**src/rtl/cla_pkg.sv**
```systemverilog
// Shared types and constants for the nibble-serial carry-lookahead adder.
package cla_pkg;

    localparam int NIBBLE_W = 4;

    typedef enum logic [1:0] {
        IDLE = 2'd0,
        RUN  = 2'd1,
        DONE = 2'd2
    } cla_ser_state_t;

    // A single-nibble adder still needs a one-bit index register.
    function automatic int idx_width(input int nibbles);
        return (nibbles > 1) ? $clog2(nibbles) : 1;
    endfunction

endpackage

```
**src/rtl/cla_4bit.sv**
```systemverilog
// Combinational 4-bit carry-lookahead adder; every carry is flattened from G/P terms.
module cla_4bit (
    input  logic [3:0] a,
    input  logic [3:0] b,
    input  logic       cin,
    output logic [3:0] s,
    output logic       cout
);

    logic [3:0] g;
    logic [3:0] p;
    logic [4:0] c;

    assign g = a & b;
    assign p = a ^ b;

    assign c[0] = cin;
    assign c[1] = g[0] | (p[0] & cin);
    assign c[2] = g[1] | (p[1] & g[0]) | (p[1] & p[0] & cin);
    assign c[3] = g[2] | (p[2] & g[1]) | (p[2] & p[1] & g[0])
                | (p[2] & p[1] & p[0] & cin);
    assign c[4] = g[3] | (p[3] & g[2]) | (p[3] & p[2] & g[1])
                | (p[3] & p[2] & p[1] & g[0]) | (p[3] & p[2] & p[1] & p[0] & cin);

    assign s    = p ^ c[3:0];
    assign cout = c[4];

endmodule

```
**src/rtl/cla_serial_adder.sv**
```systemverilog
// Multi-nibble adder that reuses one 4-bit CLA, least significant nibble first,
// with the inter-nibble carry held in a flop.
//
// state | meaning
// IDLE  | waiting for operands, in_ready high
// RUN   | adding nibble idx, one per clock
// DONE  | result presented, waiting for out_ready
module cla_serial_adder
    import cla_pkg::*;
#(
    parameter int NIBBLES = 4
) (
    input  logic                        clk,
    input  logic                        rst,
    input  logic                        in_valid,
    output logic                        in_ready,
    input  logic [NIBBLE_W*NIBBLES-1:0] a,
    input  logic [NIBBLE_W*NIBBLES-1:0] b,
    input  logic                        cin,
    output logic                        out_valid,
    input  logic                        out_ready,
    output logic [NIBBLE_W*NIBBLES-1:0] sum,
    output logic                        cout,
    output logic                        ovf,
    output logic                        busy
);

    localparam int W     = NIBBLE_W * NIBBLES;
    localparam int IDX_W = idx_width(NIBBLES);
    localparam logic [IDX_W-1:0] IDX_LAST = IDX_W'(NIBBLES - 1);

    cla_ser_state_t state;
    logic [IDX_W-1:0] idx;
    logic [W-1:0]     a_reg;
    logic [W-1:0]     b_reg;
    logic [W-1:0]     sum_reg;
    logic             carry_reg;
    logic             cout_reg;
    logic             ovf_reg;
    logic             in_ready_reg;
    logic             out_valid_reg;

    logic [NIBBLE_W-1:0] nib_a;
    logic [NIBBLE_W-1:0] nib_b;
    logic [NIBBLE_W-1:0] nib_s;
    logic                nib_cout;

    assign nib_a = a_reg[NIBBLE_W*idx +: NIBBLE_W];
    assign nib_b = b_reg[NIBBLE_W*idx +: NIBBLE_W];

    cla_4bit u_cla (
        .a    (nib_a),
        .b    (nib_b),
        .cin  (carry_reg),
        .s    (nib_s),
        .cout (nib_cout)
    );

    // in_ready is registered so it stays low through reset and has no path from rst.
    always_ff @(posedge clk) begin
        if (rst) begin
            state         <= IDLE;
            idx           <= '0;
            a_reg         <= '0;
            b_reg         <= '0;
            sum_reg       <= '0;
            carry_reg     <= 1'b0;
            cout_reg      <= 1'b0;
            ovf_reg       <= 1'b0;
            in_ready_reg  <= 1'b0;
            out_valid_reg <= 1'b0;
        end else begin
            case (state)
                IDLE: begin
                    in_ready_reg <= 1'b1;
                    if (in_valid && in_ready_reg) begin
                        a_reg        <= a;
                        b_reg        <= b;
                        carry_reg    <= cin;
                        idx          <= '0;
                        sum_reg      <= '0;
                        in_ready_reg <= 1'b0;
                        state        <= RUN;
                    end
                end
                RUN: begin
                    sum_reg[NIBBLE_W*idx +: NIBBLE_W] <= nib_s;
                    carry_reg <= nib_cout;
                    if (idx == IDX_LAST) begin
                        cout_reg      <= nib_cout;
                        ovf_reg       <= (a_reg[W-1] == b_reg[W-1]) && (nib_s[NIBBLE_W-1] != a_reg[W-1]);
                        out_valid_reg <= 1'b1;
                        state         <= DONE;
                    end else begin
                        idx <= idx + 1'b1;
                    end
                end
                DONE: begin
                    if (out_ready) begin
                        out_valid_reg <= 1'b0;
                        in_ready_reg  <= 1'b1;
                        state         <= IDLE;
                    end
                end
                default: begin
                    state <= IDLE;
                end
            endcase
        end
    end

    assign in_ready  = in_ready_reg;
    assign out_valid = out_valid_reg;
    assign sum       = sum_reg;
    assign cout      = cout_reg;
    assign ovf       = ovf_reg;
    assign busy      = (state != IDLE);

endmodule
```
**config.mk**
```make
export PLATFORM = sky130hd
export DESIGN_NAME = cla_serial_adder
export DESIGN_NICKNAME = d
export VERILOG_FILES = /design/src/rtl/cla_pkg.sv /design/src/rtl/cla_4bit.sv /design/src/rtl/cla_serial_adder.sv
export SDC_FILE = /design/constraint.sdc
export NUM_CORES = 1
export LEC_CHECK = 0
export BUFFER_PORTS_ARGS = -buffer_cell sky130_fd_sc_hd__buf_2
export CORE_MARGIN = 10
export CORE_UTILIZATION = 40
export DETAILED_ROUTE_END_ITERATION = 10
export PLACE_DENSITY = 0.59
export SKIP_CTS_REPAIR_TIMING = 1
export SLEW_MARGIN = 5
export SYNTH_ARGS = -nofsm -noshare
export SYNTH_HDL_FRONTEND = slang
export SYNTH_HIERARCHICAL = 1
export SYNTH_SLANG_ARGS = --single-unit
```
**constraint.sdc**
```tcl
create_clock -name clk -period 6.9 [get_ports clk]
set_clock_uncertainty 0.15 [all_clocks]
set_input_delay 1.035 -clock clk [delete_from_list [all_inputs] [get_ports clk]]
set_output_delay 1.035 -clock clk [all_outputs]
set_load 0.05 [all_outputs]
```
==> results.toml <==
[timing]
final_hold_viol_count = 0
slew_viol_final = 0
setup_slack_ns = 3.75
tns_ns = 0
tightest_slew_ns = 0.906
finalCriticalPeriod_ns = 3.15
period_share_pct = 45.6
slew_headroom_pct = 39.6
max_freq_mhz = 318
finalSetupViolCount = 0
rsz0062_at_grt = "false"

[clocking]
cts_sinks = 57
htree_num_levels = 3
cts_root_buf = "clkbuf_8"
clk_path_buf_depth = 2
clk_pin_slew_ns = 0.06
cts_buffers = 9
tritoncts = "built"
insertion_delay_ns = 0.33

[routing]
drt-total-wl_microns = 6110
via_per_inst = 5.11
vias = 2102
drt_iter0_drc = 119
ant_nets = 0
wire_per_inst_microns = 14.9
drc_errors = 0
dr.pass1.iters = 4

[layout]
nets = 378
seq_area_sq_um = 1140
antenna_cells = 0
area_growth_pct = 20.3
drive_gt1_share_pct = 25.4
fin_area_sq_um = 3070
final_util_pct = 48.9
multiInputGateArea_sq_um = 1280
fillCellCount = 628
final_cells = 411

[placed_design]
dp_slack_ns = 3.75
portBuffers = 57
place_hpwl_microns = 4440
place.gp.congestion = 0.781
place_inst = 396
placed_area_sq_um = 2860

[power_and_ir_drop]
p_sw_share_pct = 24.4
ir_drop_mv = 0.129
p_leak_nw = 1.30
power_density_nw_per_um2 = 250
internal-power_mw = 0.579
seq_power_share_pct = 46.1
p_sw_mw = 0.187
p_clk_share_pct = 43.3
comb_power_share_pct = 10.6

[grt]
antenna_found_initial = 0
grt_pass1_wl_microns = 10200
use_met2_pct = 18.9
grt_max_degree = 53
grt_pass1_vias = 2120
use_met1_pct = 15.6
grt_overflow = 0
grt.busiest_layer = "met2"
grt_use_total_pct = 12.6
use_met3_pct = 5.29

[worst_setup_path]
slowest_delay_ns = 0.83
path_class = "register to register"
critical-path-slowest-cell = "dfxtp_1"
crit_path_end_kind = "register"
required_ns = 7.02
path_cells = "mux4_2 -> ha_1 -> a21o_1 -> a31o_1 -> xor2_1 -> nor2b_1 -> inv_1 -> o2bb2ai_1"
worst_ep_arrival_time_ns = 3.27
path_max_fanout = 16
startpoint_type = "register"

[synth]
yosysTopAreaCellShare_pct = 44.7
yosysWarnings = 6
synth_edf_count = 0
syn_avg_cell_area_sq_um = 9.18
synth_cells = 278
synth_top_family_by_area = "compound AO/OA/AOI/OAI gates"
syn_area_sq_um = 2550
ys.flop_type = "dfxtp_1"
synthSimpleGateAreaFrac_pct = 18.2
synthXorXnorAreaFrac_pct = 1.03
synthAdderAreaFrac_pct = 5.69
yosys.cell_count.top_type = "nand2_1"
yosys.area.top_type = "dfxtp_1"
synthMuxAreaShare_pct = 7.06
synth-async-reset-ratio_pct = 0
ys_seq_area_share_pct = 44.7
ys_seq_elements = 57
synthTopCellsByCount = "69 x nand2_1, 57 x dfxtp_1, 40 x a21oi_1"
synth_compound_area_share_pct = 18.3
synthTopCellsByArea = "dfxtp_1 45%, nand2_1 10%, a21oi_1 7.8%"
synth_cell_type_count = 42
synth_nets = 326

[floorplan]
die_h_microns = 99.9
core_area_sq_um = 6280
ios = 58
die_w_microns = 99.9
num_rows = 29
die_area_sq_um = 9970
initial_core_util_pct = 40.6

[run]
maxCapViolCount = 0

[min_path]
hold_path.class = "register to register"

[run_status]
status = "finished clean"
## per-stage QoR
stage,hold slack (ns),total power [mW]
after CTS,0.306,0.774
final,0.303,0.766
after global routing,0.326,0.801
after detailed placement,0.297,0.443
after global placement,0.293,0.442
after floorplan,0.283,0.418
## metal layers
layer	routed length [microns]	part of all wire [%]
met5	0	0
met4	105	1.7
met3	390	6.4
met2	2850	47
met1	2760	45
## worst max-delay path: cells and delay by family, from the launching register on
family,cells,cell delay [ns]
buf+inv,1,0.08
flops,1,0.83
xor+xnor,1,0.22
mux,1,0.62
simple gates,1,0.31
compound gates,3,0.56
fa+ha+maj,1,0.30
## final cells by class
class / instances / share of cell area [%]
Multi-Input combinational cell: 193 / 41.8
Sequential cell: 57 / 37.2
Clock inverter: 2 / 1.14
Inverter: 11 / 1.35
Tap cell: 77 / 3.14
Timing Repair Buffer: 58 / 9.54
Clock buffer: 13 / 5.83
## worst paths after layout
kind | start | to | slack [ns] | cells after the start
setup reg to reg | idx[0]$_SDFFE_PP0P_ | sum[15]$_SDFFE_PP0P_ | 3.75 | 8
hold reg to reg | b_reg[11]$_SDFFE_PP0P_ | b_reg[11]$_SDFFE_PP0P_ | 0.30 | 2
setup / recovery | idx[0]$_SDFFE_PP0P_ | sum[15]$_SDFFE_PP0P_ | 3.75 | 8
hold / removal | b_reg[11]$_SDFFE_PP0P_ | b_reg[11]$_SDFFE_PP0P_ | 0.30 | 2
## power by group through the flow
stage	clock, mW	combinational (mW)	sequential [mW]
6_report	0.331	0.0812	0.353
5_1_grt	0.353	0.0922	0.356
3_5_place_dp	0	0.0821	0.361
2_1_floorplan	0	0.0595	0.358
4_1_cts	0.338	0.0823	0.354
3_3_place_gp	0	0.0811	0.361
## cell usage in the layout (no fill, tap or decap), types with 2 or more instances in the layout
cell       Yosys  layout
a21o_1         7       7
a21oi_1       40      40
a22o_1         8       8
a32o_1         4       4
and2b_1        2       2
buf_2         10      57
clkbuf_8       0      13
dfxtp_1       57      57
ha_1          10      10
inv_1         11      11
mux4_2         8       8
nand2_1       69      69
nand2b_1       2       2
nand3_1        2       2
nand3b_1       3       3
nor2b_1        5       5
nor3_1         2       2
o21ai_0        3       3
o21ai_1        3       3
o2bb2ai_1      4       4
or2b_1         2       2
xnor2_1        2       2
## cell families (layout without fill, tap and decap cells)
group | after synthesis | count (layout)
xor+xnor | 3 | 3
simple gates | 97 | 97
compound gates | 74 | 74
mux | 8 | 8
flops | 57 | 57
fa+ha+maj | 11 | 11
buf+inv | 28 | 84
Power figures use the tool's default switching activity.
